## config.mk

```make
export PLATFORM = sky130hd
export DESIGN_NAME = alu_div_seq
export DESIGN_NICKNAME = d
export VERILOG_FILES = /design/src/rtl/alu_pkg.sv /design/src/rtl/alu_div_seq.sv
export SDC_FILE = /design/constraint.sdc
export NUM_CORES = 1
export LEC_CHECK = 0
export BUFFER_PORTS_ARGS = -buffer_cell sky130_fd_sc_hd__buf_2
export CAP_MARGIN = 20
export CORE_ASPECT_RATIO = 1.75
export CORE_MARGIN = 3
export CORE_UTILIZATION = 35
export CTS_BUF_LIST = sky130_fd_sc_hd__clkbuf_16
export CTS_CLUSTER_SIZE = 40
export DETAILED_ROUTE_END_ITERATION = 8
export GPL_TIMING_DRIVEN = 0
export PLACE_DENSITY = 0.67
export SLEW_MARGIN = 15
export SYNTH_ARGS = -nofsm -noshare
export SYNTH_HDL_FRONTEND = slang
export SYNTH_SLANG_ARGS = --single-unit
```

## constraint.sdc

```tcl
create_clock -name clk -period 4.2 [get_ports clk]
set_input_delay 0.84 -clock clk [delete_from_list [all_inputs] [get_ports clk]]
set_output_delay 0.84 -clock clk [all_outputs]
set_load 0.01 [all_outputs]
```

## src/rtl/alu_pkg.sv

```systemverilog
// Shared ALU definitions: operation encodings and flag bit positions.
package alu_pkg;

  typedef enum logic [3:0] {
    ALU_OP_ADD = 4'd0,
    ALU_OP_DIF = 4'd1,
    ALU_OP_AND = 4'd2,
    ALU_OP_OR  = 4'd3,
    ALU_OP_XOR = 4'd4,
    ALU_OP_SHL = 4'd5,
    ALU_OP_SHR = 4'd6,
    ALU_OP_MUL = 4'd7,
    ALU_OP_DIV = 4'd8
  } alu_op;

  localparam int unsigned FLAG_N = 3;
  localparam int unsigned FLAG_Z = 2;
  localparam int unsigned FLAG_C = 1;
  localparam int unsigned FLAG_V = 0;

endpackage

```

## src/rtl/alu_div_seq.sv

```systemverilog
// Multi-cycle restoring divider that borrows the shared ALU for its subtract steps.
// Optional signed support is enabled by defining DIV_SIGNED_EN.
module alu_div_seq
  import alu_pkg::*;
#(
  parameter int unsigned WIDTH = 32
) (
  input  logic             clk,
  input  logic             rst,
  input  logic             req_valid,
  output logic             req_ready,
  input  logic [WIDTH-1:0] req_dividend,
  input  logic [WIDTH-1:0] req_divisor,
  input  logic             req_signed,
  output logic             resp_valid,
  input  logic             resp_ready,
  output logic [WIDTH-1:0] resp_quot,
  output logic [WIDTH-1:0] resp_rem,
  output logic             resp_divz,
  output logic             alu_busy,
  output logic [WIDTH-1:0] alu_op1,
  output logic [WIDTH-1:0] alu_op2,
  output logic [3:0]       alu_ctrl,
  input  logic [WIDTH-1:0] alu_result,
  input  logic [3:0]       alu_flags
);

  localparam int unsigned CW = $clog2(WIDTH) + 1;

  typedef enum logic [1:0] {IDLE, BUSY, DONE} div_state_t;

  div_state_t state_q, state_d;

  logic [WIDTH-1:0] q_q, r_q, d_q;
  logic [CW-1:0]    count_q;
  logic             divz_q;

  logic [WIDTH-1:0] sh, q_step, r_step, q_fin, r_fin;
  logic [WIDTH-1:0] dvd_mag, dvs_mag;
  logic             take, accept, divz_in, last_step;
  logic             unused_in;

  always_comb begin
    sh        = {r_q[WIDTH-2:0], q_q[WIDTH-1]};
    // R's dropped MSB acts as bit WIDTH of the partial remainder, so it always forces a subtract
    take      = r_q[WIDTH-1] | alu_flags[FLAG_C];
    q_step    = {q_q[WIDTH-2:0], take};
    r_step    = take ? alu_result : sh;
    accept    = req_valid && (state_q == IDLE);
    divz_in   = (req_divisor == '0);
    last_step = (count_q == CW'(1));
  end

`ifdef DIV_SIGNED_EN
  logic dvd_neg, dvs_neg, neg_quot_q, neg_rem_q;

  always_comb begin
    dvd_neg = req_signed & req_dividend[WIDTH-1];
    dvs_neg = req_signed & req_divisor[WIDTH-1];
    dvd_mag = dvd_neg ? -req_dividend : req_dividend;
    dvs_mag = dvs_neg ? -req_divisor  : req_divisor;
    q_fin   = neg_quot_q ? -q_step : q_step;
    r_fin   = neg_rem_q  ? -r_step : r_step;
  end

  always_ff @(posedge clk) begin
    if (rst) begin
      neg_quot_q <= 1'b0;
      neg_rem_q  <= 1'b0;
    end else if (accept && !divz_in) begin
      neg_quot_q <= dvd_neg ^ dvs_neg;
      neg_rem_q  <= dvd_neg;
    end
  end

  assign unused_in = ^{alu_flags[FLAG_N], alu_flags[FLAG_Z], alu_flags[FLAG_V]};
`else
  always_comb begin
    dvd_mag = req_dividend;
    dvs_mag = req_divisor;
    q_fin   = q_step;
    r_fin   = r_step;
  end

  assign unused_in = ^{alu_flags[FLAG_N], alu_flags[FLAG_Z], alu_flags[FLAG_V], req_signed};
`endif

  always_ff @(posedge clk) begin
    if (rst) state_q <= IDLE;
    else     state_q <= state_d;
  end

  always_comb begin
    state_d = state_q;
    case (state_q)
      IDLE: if (accept) state_d = divz_in ? DONE : BUSY;
      BUSY: if (last_step) state_d = DONE;
      DONE: if (resp_ready) state_d = IDLE;
      default: state_d = IDLE;
    endcase
  end

  always_ff @(posedge clk) begin
    if (rst) begin
      q_q     <= '0;
      r_q     <= '0;
      d_q     <= '0;
      count_q <= '0;
      divz_q  <= 1'b0;
    end else begin
      case (state_q)
        IDLE: begin
          if (accept) begin
            if (divz_in) begin
              q_q    <= '1;
              r_q    <= req_dividend;
              divz_q <= 1'b1;
            end else begin
              q_q     <= dvd_mag;
              r_q     <= '0;
              d_q     <= dvs_mag;
              count_q <= CW'(WIDTH);
              divz_q  <= 1'b0;
            end
          end
        end
        BUSY: begin
          q_q     <= last_step ? q_fin : q_step;
          r_q     <= last_step ? r_fin : r_step;
          count_q <= count_q - CW'(1);
        end
        default: ;
      endcase
    end
  end

  assign req_ready  = (state_q == IDLE);
  assign resp_valid = (state_q == DONE);
  assign alu_busy   = (state_q == BUSY);
  assign alu_op1    = alu_busy ? sh  : '0;
  assign alu_op2    = alu_busy ? d_q : '0;
  assign alu_ctrl   = ALU_OP_DIF;
  assign resp_quot  = q_q;
  assign resp_rem   = r_q;
  assign resp_divz  = divz_q;

endmodule
```

==> results.json <==
{
  "outcome": "completed",
  "drt_wl_total_mm": 18.8,
  "synth-edff-count": 0,
  "die_y_um": 174,
  "clk_path_buf_depth": 2,
  "layout.nets": 1026,
  "synth_top_flop_cell": "dfxtp_1",
  "cts_resized": 0,
  "utilization_pct": 47.2,
  "ios": 241,
  "placed_area_um2": 7040,
  "required_ns": 3.36,
  "fp-row-count": 60,
  "power.total_mw": 2.97,
  "drv_cap": 0,
  "cts_tree": "built",
  "ant_nets": 0,
  "worstPathArrival_ns": 2.40,
  "ir_drop_mv": 0.255,
  "synth_mux_area_share_pct": 12.1,
  "crit_path_end_kind": "output port",
  "core_um2": 15600,
  "syn_area_per_cell_um2": 8.37,
  "syn_area_um2": 5650,
  "synth_top_family_by_area": "simple AND/OR/NAND/NOR gates",
  "ys_types": 40,
  "grt_overflow_total": 0,
  "synthToLayoutAreaGrowth_pct": 30.5,
  "nFillCells": 1623,
  "netlist_instances": 675,
  "async_flop_share_pct": 0,
  "cts_setup_buffers": 0,
  "first_iter_violations": 234,
  "dp_slack_ns": 1.32,
  "grt_max_degree": 18,
  "synth.yosys.seq_area_share_pct": 37.2,
  "antenna_found_initial": 5,
  "setup_violations": 0,
  "cts_buffers": 9,
  "port_buffers": 231,
  "synth_simple_gate_area_share_pct": 30.5,
  "slew_headroom_pct": 52.5,
  "crit_path_start_kind": "flop",
  "design_area_um2": 7370,
  "first_pass_iters": 4,
  "cts.htree.levels": 3,
  "grt_pass1_wl_mm": 29.6,
  "clk_pin_slew_ns": 0.08,
  "synthAdderAreaFrac_pct": 0.443,
  "clock_sinks": 105,
  "insertion_delay_ns": 0.35,
  "critPathMaxFanout": 10,
  "drive_above_1_share_pct": 32.5,
  "hp-class": "reg -> reg",
  "grt_pass1_vias": 5816,
  "rsz0062_at_grt": "no",
  "slowest_delay_ns": 0.48,
  "dieArea_um2": 17800,
  "drv_slew": 0,
  "ctsHoldBuffers": 0,
  "worst_slack_ns": 0.963,
  "die-width_um": 102,
  "hold_violations": 0,
  "worst_pin_slew_ns": 0.709,
  "fmax_mhz": 309,
  "drc": 0,
  "track_usage_pct": 20.9,
  "period_needed_ns": 3.24,
  "r2r_cells": 5,
  "worstPathCellList": "nand2b_1, inv_2, buf_2, clkbuf_1, clkbuf_1, and2_1, buf_2",
  "root_buffer": "clkbuf_16",
  "critPathKind": "reg -> out",
  "drt-vias-per-instance": 5.08,
  "via_count": 5650,
  "yosysWarnings": 0,
  "power_density_nw_per_um2": 403,
  "hpwl_mm": 15.1,
  "tns_ns": 0,
  "synth_seq_cells": 105,
  "critPathSlowestCell": "clkbuf_1",
  "start_util_pct": 36.2,
  "synth_xor_area_share_pct": 0.310,
  "fin_worst_skew_ns": 0.00781,
  "cellLeakagePower_nw": 3.41,
  "routabilityCongestion": 0.839,
  "fin_crit_sh_pct": 77.1,
  "min_path_cells": 2,
  "wl_per_cell_um": 16.9,
  "synth-compound-area-share_pct": 14.1
}
[synthesized netlist by cell type (13+ instances only)]
cell type  count  share of area, %
mux2_2        19               3.8
buf_2         17               1.5
nand2_1       64               4.3
a311oi_1      31               4.8
a21oi_1       39               3.5
mux2_1        13               2.6
clkbuf_1      39               2.6
nor2_1        71               4.7
and2_1        64               7.1
nand2b_1      59               6.5
mux2i_1       32               5.7
a211oi_1      35               4.7
or3_1         31               3.4
dfxtp_1      105                37
[power by group]
group / internal [mW] / switching [mW] / total [mW]
clock: 0.525 / 0.399 / 0.923
sequential: 1.12 / 0.0968 / 1.22
combinational: 0.347 / 0.485 / 0.831
[flip-flops by register name, summed over array words and instances (netlist names)]
| register | flops |
|---|---|
| count_q | 6 |
| d_q | 32 |
| resp_divz | 1 |
| resp_quot | 32 |
| resp_rem | 32 |
| state_q | 2 |
[final timing paths]
path / start / endpoint / slack (ns)
max: state_q[0]$_SDFFE_PP0P_ / alu_op1[16] / 0.96
min reg2reg: d_q[4]$_SDFFE_PP0P_ / d_q[4]$_SDFFE_PP0P_ / 0.47
min: d_q[4]$_SDFFE_PP0P_ / d_q[4]$_SDFFE_PP0P_ / 0.47
max reg2reg: state_q[0]$_SDFFE_PP0P_ / resp_quot[16]$_SDFFE_PP0P_ / 2.31
[routing by layer]
metal,track usage (%),part of all wire (%),up-vias
met2,39.4,54,177
li1,-,-,2830
met3,3.65,5.7,44
met1,22.2,37,2593
met5,0,0.18,-
met4,8.37,3.3,6
[layout make-up]
cell class	count	area (um2)	share of cell area, %
Clock buffer	9	225	3.06
Timing Repair Buffer	231	1160	15.7
Antenna cell	2	5.00	0.0679
Tap cell	186	233	3.16
Sequential cell	105	2100	28.5
Buffer	63	284	3.85
Multi-Input combinational cell	505	3250	44.2
Clock inverter	7	95.1	1.29
Inverter	4	15.0	0.204
[per-stage QoR]
| stage | hold slack, ns | instances |
|---|---|---|
| after floorplan | 0.444 | 677 |
| after global placement | 0.454 | 1094 |
| after detailed placement | 0.457 | 1094 |
| after CTS | 0.475 | 1110 |
| after global routing | 0.496 | 1112 |
| final | 0.470 | 1112 |
[critical path, delay by kind of cell, from the launching register on]
family / cells / cell delay [ns]
buffers and inverters: 5 / 1.30
flip-flops: 1 / 0.43
AND/OR/NAND/NOR: 2 / 0.31
[placed cells by master, fill, tap and decap left out, types with 3 or more instances in the layout]
master	count
clkbuf_1	39
buf_4	7
clkbuf_16	9
mux2_1	13
a21oi_1	39
mux2i_1	32
dfxtp_1	105
or2b_1	6
conb_1	4
o21ai_1	3
nand2_1	64
nor2_1	71
and2_1	64
buf_2	248
inv_1	4
or3_1	31
nor4_2	8
nand2b_1	59
nor3_1	3
nand4_1	3
mux2_2	19
a211oi_1	35
a311oi_1	31
[kinds of logic after synthesis]
logic type | Yosys count
adders and majority gates | 2
AOI/OAI and AO/OA | 114
buffers and inverters | 67
other | 2
DFF | 105
and+or+nand+nor | 319
muxes | 64
xor gates and xnor gates | 2
Power figures use the tool's default switching activity.
